===== config.mk =====
export PLATFORM = sky130hd
export DESIGN_NAME = sa_ctrl
export DESIGN_NICKNAME = d
export VERILOG_FILES = /design/src/rtl/mha_pkg.sv /design/src/rtl/sa_skew_reg.sv /design/src/rtl/sa_ctrl.sv
export SDC_FILE = /design/constraint.sdc
export NUM_CORES = 1
export LEC_CHECK = 0
export BUFFER_PORTS_ARGS = -buffer_cell sky130_fd_sc_hd__buf_2
export CORE_MARGIN = 3
export CORE_UTILIZATION = 51
export CTS_CLUSTER_DIAMETER = 40
export DETAILED_ROUTE_END_ITERATION = 10
export PLACE_DENSITY_LB_ADDON = 0.08
export SLEW_MARGIN = 15
export SYNTH_ARGS = -nofsm -noshare
export SYNTH_HDL_FRONTEND = slang
export SYNTH_HIERARCHICAL = 1
export SYNTH_SLANG_ARGS = --single-unit

===== constraint.sdc =====
create_clock -name I_CLK -period 5.5 [get_ports I_CLK]
set_input_delay 0.55 -clock I_CLK [delete_from_list [all_inputs] [get_ports I_CLK]]
set_output_delay 0.55 -clock I_CLK [all_outputs]
set_load 0.02 [all_outputs]

===== src/rtl/mha_pkg.sv =====
// Shared definitions for the systolic-array controller: FSM state encoding,
// default array geometry and width helpers.
package mha_pkg;

    typedef logic [2:0] sa_state_t;

    localparam sa_state_t ST_IDLE  = 3'd0;
    localparam sa_state_t ST_CLEAR = 3'd1;
    localparam sa_state_t ST_FEED  = 3'd2;
    localparam sa_state_t ST_DRAIN = 3'd3;
    localparam sa_state_t ST_DONE  = 3'd4;

    localparam int MHA_D_W   = 16;
    localparam int MHA_N     = 4;
    localparam int MHA_K_MAX = 64;

    // Bit width needed to index 'value' distinct items, never less than one bit.
    function automatic int sa_width(input int value);
        return (value > 1) ? $clog2(value) : 1;
    endfunction

    localparam int MHA_K_W = sa_width(MHA_K_MAX + 1);
    localparam int MHA_A_W = sa_width(MHA_K_MAX);

endpackage


===== src/rtl/sa_skew_reg.sv =====
// N-lane valid skew: lane i is the input delayed by i*STEP_CYC cycles, so each
// array row/column sees its operands one k-step after its neighbour.
module sa_skew_reg #(
    parameter int N        = 4,
    parameter int STEP_CYC = 4
) (
    input  logic         I_CLK,
    input  logic         I_ASYN_RSTN,
    input  logic         I_VLD,
    output logic [N-1:0] O_VLD
);

    localparam int L = (N - 1) * STEP_CYC;

    assign O_VLD[0] = I_VLD;

    generate
        if (L > 0) begin : g_shift
            logic [L-1:0] sr_q;

            // Single delay line; lanes tap it at multiples of STEP_CYC.
            always_ff @(posedge I_CLK or negedge I_ASYN_RSTN) begin
                if (!I_ASYN_RSTN) begin
                    sr_q <= '0;
                end else begin
                    sr_q[0] <= I_VLD;
                    for (int j = 1; j < L; j++) begin
                        sr_q[j] <= sr_q[j-1];
                    end
                end
            end

            for (genvar i = 1; i < N; i++) begin : g_lane
                assign O_VLD[i] = sr_q[i*STEP_CYC-1];
            end
        end
    endgenerate

endmodule


===== src/rtl/sa_ctrl.sv =====
// Systolic-array tile controller: clears the PEs, streams K operand reads with
// a skewed valid window, drains the array and pulses DONE.
// Optional busy-cycle counter enabled by defining SA_CTRL_PERF_CNT_EN.
module sa_ctrl
    import mha_pkg::*;
#(
    parameter int D_W      = MHA_D_W,
    parameter int N        = MHA_N,
    parameter int K_MAX    = MHA_K_MAX,
    parameter int STEP_CYC = 4,
    localparam int K_W     = sa_width(K_MAX + 1),
    localparam int A_W     = sa_width(K_MAX)
) (
    input  logic           I_CLK,
    input  logic           I_ASYN_RSTN,
    input  logic           I_START,
    input  logic [K_W-1:0] I_K,
    output logic           O_BUSY,
    output logic           O_DONE,
    output logic           O_PE_SRSTN,
    output logic           O_RD_EN,
    output logic [A_W-1:0] O_RD_ADDR,
    output logic [N-1:0]   O_EDGE_VLD,
    output logic [31:0]    O_CYC_CNT
);

    localparam int S_W = sa_width(K_MAX + 2 * N);
    localparam int C_W = sa_width(STEP_CYC);
    localparam logic [C_W-1:0] CYC_LAST    = C_W'(STEP_CYC - 1);
    localparam logic [S_W-1:0] DRAIN_STEPS = S_W'(2 * N - 1);

    generate
        if (D_W < 1 || N < 1 || K_MAX < 1 || STEP_CYC < 3) begin : g_param_check
            $error("sa_ctrl: invalid parameter set");
        end
    endgenerate

    sa_state_t      state_q, state_d;
    logic [C_W-1:0] cyc_q, cyc_d;
    logic [S_W-1:0] step_q, step_d;
    logic [S_W-1:0] feed_end_q, feed_end_d;
    logic [S_W-1:0] drain_end_s;
    logic           start_ok_s;
    logic           step_wrap_s;

    logic           busy_q, busy_d;
    logic           done_q, done_d;
    logic           pe_srstn_q, pe_srstn_d;
    logic           rd_en_q, rd_en_d;
    logic [A_W-1:0] rd_addr_q, rd_addr_d;
    logic           vld_q, vld_d;

    assign start_ok_s  = I_START && (I_K != '0) && (I_K <= K_W'(K_MAX));
    assign step_wrap_s = (cyc_q == CYC_LAST);
    // Drain runs 2*(N-1) steps plus one extra step after the last feed step.
    assign drain_end_s = feed_end_q + DRAIN_STEPS;

    // Next-state and step/cycle counter logic.
    always_comb begin
        state_d    = state_q;
        cyc_d      = cyc_q;
        step_d     = step_q;
        feed_end_d = feed_end_q;
        case (state_q)
            ST_IDLE: begin
                if (start_ok_s) begin
                    state_d    = ST_CLEAR;
                    feed_end_d = S_W'(I_K) - S_W'(1);
                end else begin
                    state_d = ST_IDLE;
                end
            end
            ST_CLEAR: begin
                state_d = ST_FEED;
                cyc_d   = '0;
                step_d  = '0;
            end
            ST_FEED: begin
                if (step_wrap_s) begin
                    cyc_d  = '0;
                    step_d = step_q + S_W'(1);
                    if (step_q == feed_end_q) begin
                        state_d = ST_DRAIN;
                    end else begin
                        state_d = ST_FEED;
                    end
                end else begin
                    cyc_d = cyc_q + C_W'(1);
                end
            end
            ST_DRAIN: begin
                if (step_wrap_s) begin
                    cyc_d  = '0;
                    step_d = step_q + S_W'(1);
                    if (step_q == drain_end_s) begin
                        state_d = ST_DONE;
                    end else begin
                        state_d = ST_DRAIN;
                    end
                end else begin
                    cyc_d = cyc_q + C_W'(1);
                end
            end
            ST_DONE: begin
                state_d = ST_IDLE;
                cyc_d   = '0;
                step_d  = '0;
            end
            default: begin
                state_d = ST_IDLE;
                cyc_d   = '0;
                step_d  = '0;
            end
        endcase
    end

    // Outputs are decoded from the next state so they register in step with it.
    always_comb begin
        busy_d     = (state_d != ST_IDLE);
        done_d     = (state_d == ST_DONE);
        pe_srstn_d = (state_d != ST_CLEAR);
        rd_en_d    = (state_d == ST_FEED) && (cyc_d == '0);
        vld_d      = (state_d == ST_FEED) && (cyc_d != '0);
        if (rd_en_d) begin
            rd_addr_d = A_W'(step_d);
        end else begin
            rd_addr_d = rd_addr_q;
        end
    end

    // State, counter and output registers.
    always_ff @(posedge I_CLK or negedge I_ASYN_RSTN) begin
        if (!I_ASYN_RSTN) begin
            state_q    <= ST_IDLE;
            cyc_q      <= '0;
            step_q     <= '0;
            feed_end_q <= '0;
            busy_q     <= 1'b0;
            done_q     <= 1'b0;
            pe_srstn_q <= 1'b1;
            rd_en_q    <= 1'b0;
            rd_addr_q  <= '0;
            vld_q      <= 1'b0;
        end else begin
            state_q    <= state_d;
            cyc_q      <= cyc_d;
            step_q     <= step_d;
            feed_end_q <= feed_end_d;
            busy_q     <= busy_d;
            done_q     <= done_d;
            pe_srstn_q <= pe_srstn_d;
            rd_en_q    <= rd_en_d;
            rd_addr_q  <= rd_addr_d;
            vld_q      <= vld_d;
        end
    end

    sa_skew_reg #(
        .N        (N),
        .STEP_CYC (STEP_CYC)
    ) u_skew (
        .I_CLK       (I_CLK),
        .I_ASYN_RSTN (I_ASYN_RSTN),
        .I_VLD       (vld_q),
        .O_VLD       (O_EDGE_VLD)
    );

    assign O_BUSY     = busy_q;
    assign O_DONE     = done_q;
    assign O_PE_SRSTN = pe_srstn_q;
    assign O_RD_EN    = rd_en_q;
    assign O_RD_ADDR  = rd_addr_q;

`ifdef SA_CTRL_PERF_CNT_EN
    logic [31:0] cyc_cnt_q;

    // Saturating busy-cycle counter; only reset clears it.
    always_ff @(posedge I_CLK or negedge I_ASYN_RSTN) begin
        if (!I_ASYN_RSTN) begin
            cyc_cnt_q <= 32'd0;
        end else if (busy_q && (cyc_cnt_q != 32'hFFFF_FFFF)) begin
            cyc_cnt_q <= cyc_cnt_q + 32'd1;
        end else begin
            cyc_cnt_q <= cyc_cnt_q;
        end
    end

    assign O_CYC_CNT = cyc_cnt_q;
`else
    assign O_CYC_CNT = 32'd0;
`endif

endmodule


======== Yosys cells after proc, flatten, opt, wreduce, memory -nomap -nowiden ========
Index checks and enable logic that the tools add are counted.
Widths: inputs -> output; s select.
word-level totals
  register bits ........................... 42
  input bits .............................. 10
  output and inout port bits .............. 46
  logic and storage cells ................. 50
cells by class
  add/sub/neg operators ................... 4
  $lt $le $gt $ge ......................... 1
  equality and inequality tests ........... 10
  multiplexer cells ....................... 10
  bitwise logic cells ..................... 1
  reduce and logical (&&, ||, !) cells .... 12
operators by type and width
  operator             number
  $eq 7x7->1           2
  $pmux 7 s2           1
  $pmux 3 s4           1
  $eq 3x2->1 const B   3
  $mux 3               3
  $add 7x1->7 const B  1
  $add 7x3->7 const B  1
  $le 7x7->1 const B   1
  $mux 7               1
  $reduce_bool 7->1    1
  $sub 7x1->7 const B  1
  $logic_and 1x1->1    4
  $pmux 2 s2           1
  $reduce_and 2->1     2
  $eq 3x1->1 const B   1
  $eq 3x3->1 const B   1
  $logic_not 3->1      1
  $ne 3x1->1 const B   1
  $reduce_bool 3->1    1
  $add 2x1->2 const B  1
  $eq 2x2->1 const B   1
  $logic_not 2->1      1
  $mux 1               2
  $mux 2               1
  other kinds (4)      4

======== Depth between registers and ports, before layout ========
  depth in word-level cells ............... 7
  gate-level depth with buffers ........... 7

======== Cells and area by module ========
The synthesis kept the hierarchy.
modules (own cells, without submodules)
  module       instances  cells each  area each (um2)
  sa_ctrl      1          186         1865.5
  sa_skew_reg  1          16          330.3

======== Least setup slack after synthesis ========
Ideal clock, no wire load.
  kind .................................... register to register
  from .................................... register cyc_q[0]
  to ...................................... register rd_addr_q[0], in the netlist O_RD_ADDR[0]
  arrival ................................. 1813 ps
  required time ........................... 5375 ps
  slack ................................... 3562 ps
  stages on the path, launching flop included .. 8
  path buffers ............................ 1
  path through ............................ dfrtp_1 > ha_1 > buf_2 > or3b_1 > a21oi_1 > nor3_1 > nand3_4 > mux2_4
between the ends
  cells in the longest elaborated chain, start to end .. 5
RTL lines
  element                                           line                                          source
  start: declaration                                sa_ctrl.sv:39                                 logic [C_W-1:0] cyc_q, cyc_d;
  start signal: assignment                          sa_ctrl.sv:146                                cyc_q <= cyc_d;
  $add 2x1->2 / $eq 2x2->1 (equally long branches)  sa_ctrl.sv:88, sa_ctrl.sv:101, sa_ctrl.sv:54
  $mux 2                                            sa_ctrl.sv:79, sa_ctrl.sv:92
  $pmux 2 s2 *                                      sa_ctrl.sv:64                                 case (state_q)
  via cyc_d[0]                                      sa_ctrl.sv:39
  $logic_not 2->1 *                                 sa_ctrl.sv:122                                rd_en_d = (state_d == ST_FEED) && (cyc_d == '0);
  $logic_and 1x1->1 *                               sa_ctrl.sv:122
  end signal: assignment                            sa_ctrl.sv:153                                rd_addr_q <= rd_addr_d;
  end: declaration                                  sa_ctrl.sv:50                                 logic [A_W-1:0] rd_addr_q, rd_addr_d;
The timed path passes the listed nets; every way through them passes the cells marked *. The select of a mux whose other input is x is not followed.
A chain may end at the register's enable or synchronous reset.

======== Final worst setup path ========
  from .................................... input I_K[5]
  to ...................................... register rd_addr_q[4], in the netlist O_RD_ADDR[4]
between the ends
  cells in the longest elaborated chain, start to end .. 7
RTL lines
  element                                                             line            source
  start: declaration                                                  sa_ctrl.sv:17   input logic [K_W-1:0] I_K,
  parallel branches: the longest is 2 deep, another holds $le 7x7->1  n/a
  $logic_and 1x1->1 *                                                 sa_ctrl.sv:53   assign start_ok_s = I_START && (I_K != '0) && (I_K <= K_W'(K_MAX));
  $mux 1 *                                                            sa_ctrl.sv:66   if (start_ok_s) begin
  $pmux 3 s4 *                                                        sa_ctrl.sv:64
  $eq 3x2->1 *                                                        sa_ctrl.sv:122
  $logic_and 1x1->1 *                                                 sa_ctrl.sv:122
Mark *: on every way between the ends.

==> run summary <==
Status -> complete, no violations
Post-CTS sizing -> 0
Commonest non-fill, non-tap cell in the layout -> dfrtp_1
Internal power -> 675.3 µW
Antenna-violating nets left -> 0
WP data required -> 5.67 ns
Critical path endpoint category -> register
Vias in the first global route -> 1309
Logic pwr share -> 0.380
Setup CP Type -> in2reg
DR pass1 iterations -> 4
Max Cap Viol -> 0
DR vias -> 1347
Tot GR Track Use -> 0.1443
Maximum vdd drop -> 168.2 µV
Final worst setup slack -> 3.323 ns
Vias per cell -> 4.934
Met1 usage -> 0.1843
Fin. max-slew vios -> 0
Clock-pin slew on the worst setup and hold paths -> 0.08 ns
Skew final -> 0.005621 ns
First-pass GRT wire length -> 5823 µm
Die W -> 71.62 µm
Pin count of the biggest net entering global routing -> 43
Grt ovf -> 0
Netlist cell types -> 44
Gpl congestion -> 0.8697
Ys Warns -> 6
Hold endpoint -> u_skew/g_shift.sr_q[2]
Row count -> 23
CP Data Arrival Time -> 2.35 ns
Antenna Cells -> 0
Die area -> 0.005129 mm²
Hold Crit Start -> u_skew/g_shift.sr_q[1]
Die H -> 71.62 µm
Sw Ratio -> 0.3743
Initial core utilization -> 0.5374
CTS H-tree lvls -> 2
Worst reg2reg path endpoint -> O_RD_ADDR[4]
Worst-Skew Late Latency -> 0.29 ns
CTS max path bufs -> 2
Sink Count -> 42
Maximum clock rate -> 0.4594 GHz
Busiest grt layer -> met2
Commonest non-fill, non-tap cells in the layout -> dfrtp_1 (41), conb_1 (32), buf_2 (23), o21ai_0 (18), nand2_1 (16)
Hold-fix buffers, CTS -> 0
Clock power share -> 0.175
Cell count after synthesis -> 202
Hold-critical path depth -> 0
Met3 Track Usage GR -> 0.03086
Reg power frac -> 0.445
Layout cells sized above 1 -> 0.1973
Syn Area/Cell -> 10.87 µm²
Port Buffers -> 23
Nets@finish -> 237
Sequential fraction of the synthesis area -> 0.4792
Critical Path Fanout Max -> 17
Post-route setup TNS -> 0 ns
Reg2reg setup slack -> 3.34 ns
DR DRC count -> 0
Place WS -> 3.008 ns
Fin. Hold Viols -> 0
Final Cycle Share -> 0.3958
Reg area -> 0.001052 mm²
CTS tree -> built
DRT iter0 DRCs -> 46
WL/cell -> 12.23 µm
Area delta synth->final -> 3.533%
Pleak -> 0.001123 µW
IO Pins -> 56
Flops & latches, synth -> 42
Mapped Area -> 0.002196 mm²
DP HPWL -> 2497 µm
Area of the multi-input gates -> 938.4 µm²
Slew HR -> 0.4168
RSZ-0062 raised after global routing -> no
Worst Setup Start Kind -> input port
CTS buffer count -> 5
Fill count -> 374
Initial antenna violation count -> 0
Reg2reg path depth -> 4
Grt met2 use -> 0.2378
Type of the worst min-delay path -> reg2reg
Detailed Route WL -> 3339 µm
Final setup violation count -> 0
Post-CTS Setup Repair Bufs -> 0
NetSw -> 404.0 µW
CTS Root Cell -> clkbuf_8
Worst Tran Pin Value -> 0.8747 ns
Core Area -> 0.004086 mm²
Fin crit period -> 2.177 ns
Power per Cell Area -> 474.7 mW/mm²
Worst r2r src -> state_q[0]
-- power by group through the flow --
stage / clock network (µW) / registers, µW / logic (µW)
2_1_floorplan: 0 / 477 / 363
3_3_place_gp: 0 / 484 / 405
3_5_place_dp: 0 / 488 / 413
4_1_cts: 197 / 483 / 415
5_1_grt: 211 / 497 / 460
6_report: 189 / 481 / 410
-- critical path: stages --
cell      delay [ns]
buf_2           0.11
nor4_2          0.33
a21oi_1         0.13
o211ai_2        0.58
nand3_4         0.28
mux2_4          0.36
-- logic make-up (layout without fill, tap and decap cells) --
family	count (synthesis)	in the layout	synth area share
fa+ha+maj	5	5	0.02849
compound gates	28	28	0.07578
other cells	1	32	0.001708
xor+xnor	20	20	0.07977
buf+inv	46	36	0.1464
mux	7	7	0.04559
flops	42	42	0.4792
simple gates	53	53	0.1430
-- per-stage QoR --
step           instances  power, µW    util  area (µm²)  hold slack [ns]
3_3_place_gp         265      889.3  0.5352        2187           0.3318
4_1_cts              273       1095  0.5563        2273           0.3539
2_1_floorplan        233      839.6       -        2312           0.2544
3_5_place_dp         265      901.0  0.5352        2187           0.3358
5_1_grt              273       1168  0.5563        2273           0.3629
6_report             273       1079  0.5563        2273           0.3502
-- metal layers --
metal	part of all wire	wire [µm]	up-vias
met4	0.011	36	0
met5	0	0	-
met2	0.46	1549	52
met1	0.46	1523	636
met3	0.069	230	2
li1	-	-	657
-- flip-flops by register name, indices dropped and copies added, names as in the netlist --
signal and count:
feed_end_q 7, state_q 3, step_q 7, O_DONE 1, O_BUSY 1, O_RD_ADDR 6
cyc_q 2, O_RD_EN 1, vld_q 1, O_PE_SRSTN 1, u_skew/g_shift.sr_q 12
-- Yosys cell counts (all sizes together) --
library cell | number | area (µm²)
dfrtp | 41 | 1026
buf | 40 | 299.0
o21ai | 18 | 90.09
nand2 | 17 | 66.32
xor2 | 11 | 96.34
xnor2 | 9 | 78.83
mux2 | 6 | 90.09
nand3 | 6 | 42.54
nor2 | 6 | 22.52
ha | 5 | 62.56
inv | 5 | 18.77
nor3 | 4 | 25.02
a21oi | 3 | 15.01
and3 | 3 | 18.77
and4 | 2 | 17.52
nand3b | 2 | 15.01
nor4 | 2 | 18.77
o21bai | 2 | 15.01
or3b | 2 | 17.52
a22o | 1 | 8.760
a31oi | 1 | 6.260
a32o | 1 | 10.01
a32oi | 1 | 8.760
and2 | 1 | 6.260
and2b | 1 | 7.510
clkbuf | 1 | 3.750
conb | 1 | 3.750
dfstp | 1 | 26.28
mux2i | 1 | 10.01
nand2b | 1 | 6.260
nand4 | 1 | 6.260
nand4bb | 1 | 11.26
nor2b | 1 | 6.260
nor4b | 1 | 8.760
o211ai | 1 | 12.51
or3 | 1 | 6.260
or4 | 1 | 11.26
-- how the worst max path moves through the flow --
| stage | startpoint | endpoint | slack (ns) | depth (start not counted) |
|---|---|---|---|---|
| finish | I_K[5] | O_RD_ADDR[4] | 3.32 | 6 |
| global route | state_q[0] | O_RD_ADDR[1] | 3.16 | 4 |
| CTS | I_K[5] | O_RD_ADDR[4] | 3.31 | 6 |
| detailed placement | I_K[5] | O_RD_ADDR[4] | 3.01 | 6 |
| global placement | I_K[5] | O_RD_ADDR[1] | 3.06 | 6 |
| floorplan | cyc_q[0] | O_RD_ADDR[0] | 3.56 | 7 |
-- cell type report --
type / count / share of cell area
well taps: 50 / 0.02752
inverters: 5 / 0.008255
multi-input cells: 145 / 0.4128
clock inverters: 2 / 0.006054
clock buffers: 6 / 0.03192
flip-flops and latches: 42 / 0.4629
repair buffers: 23 / 0.05063
Note: power is estimated with default switching activity, not from simulation.
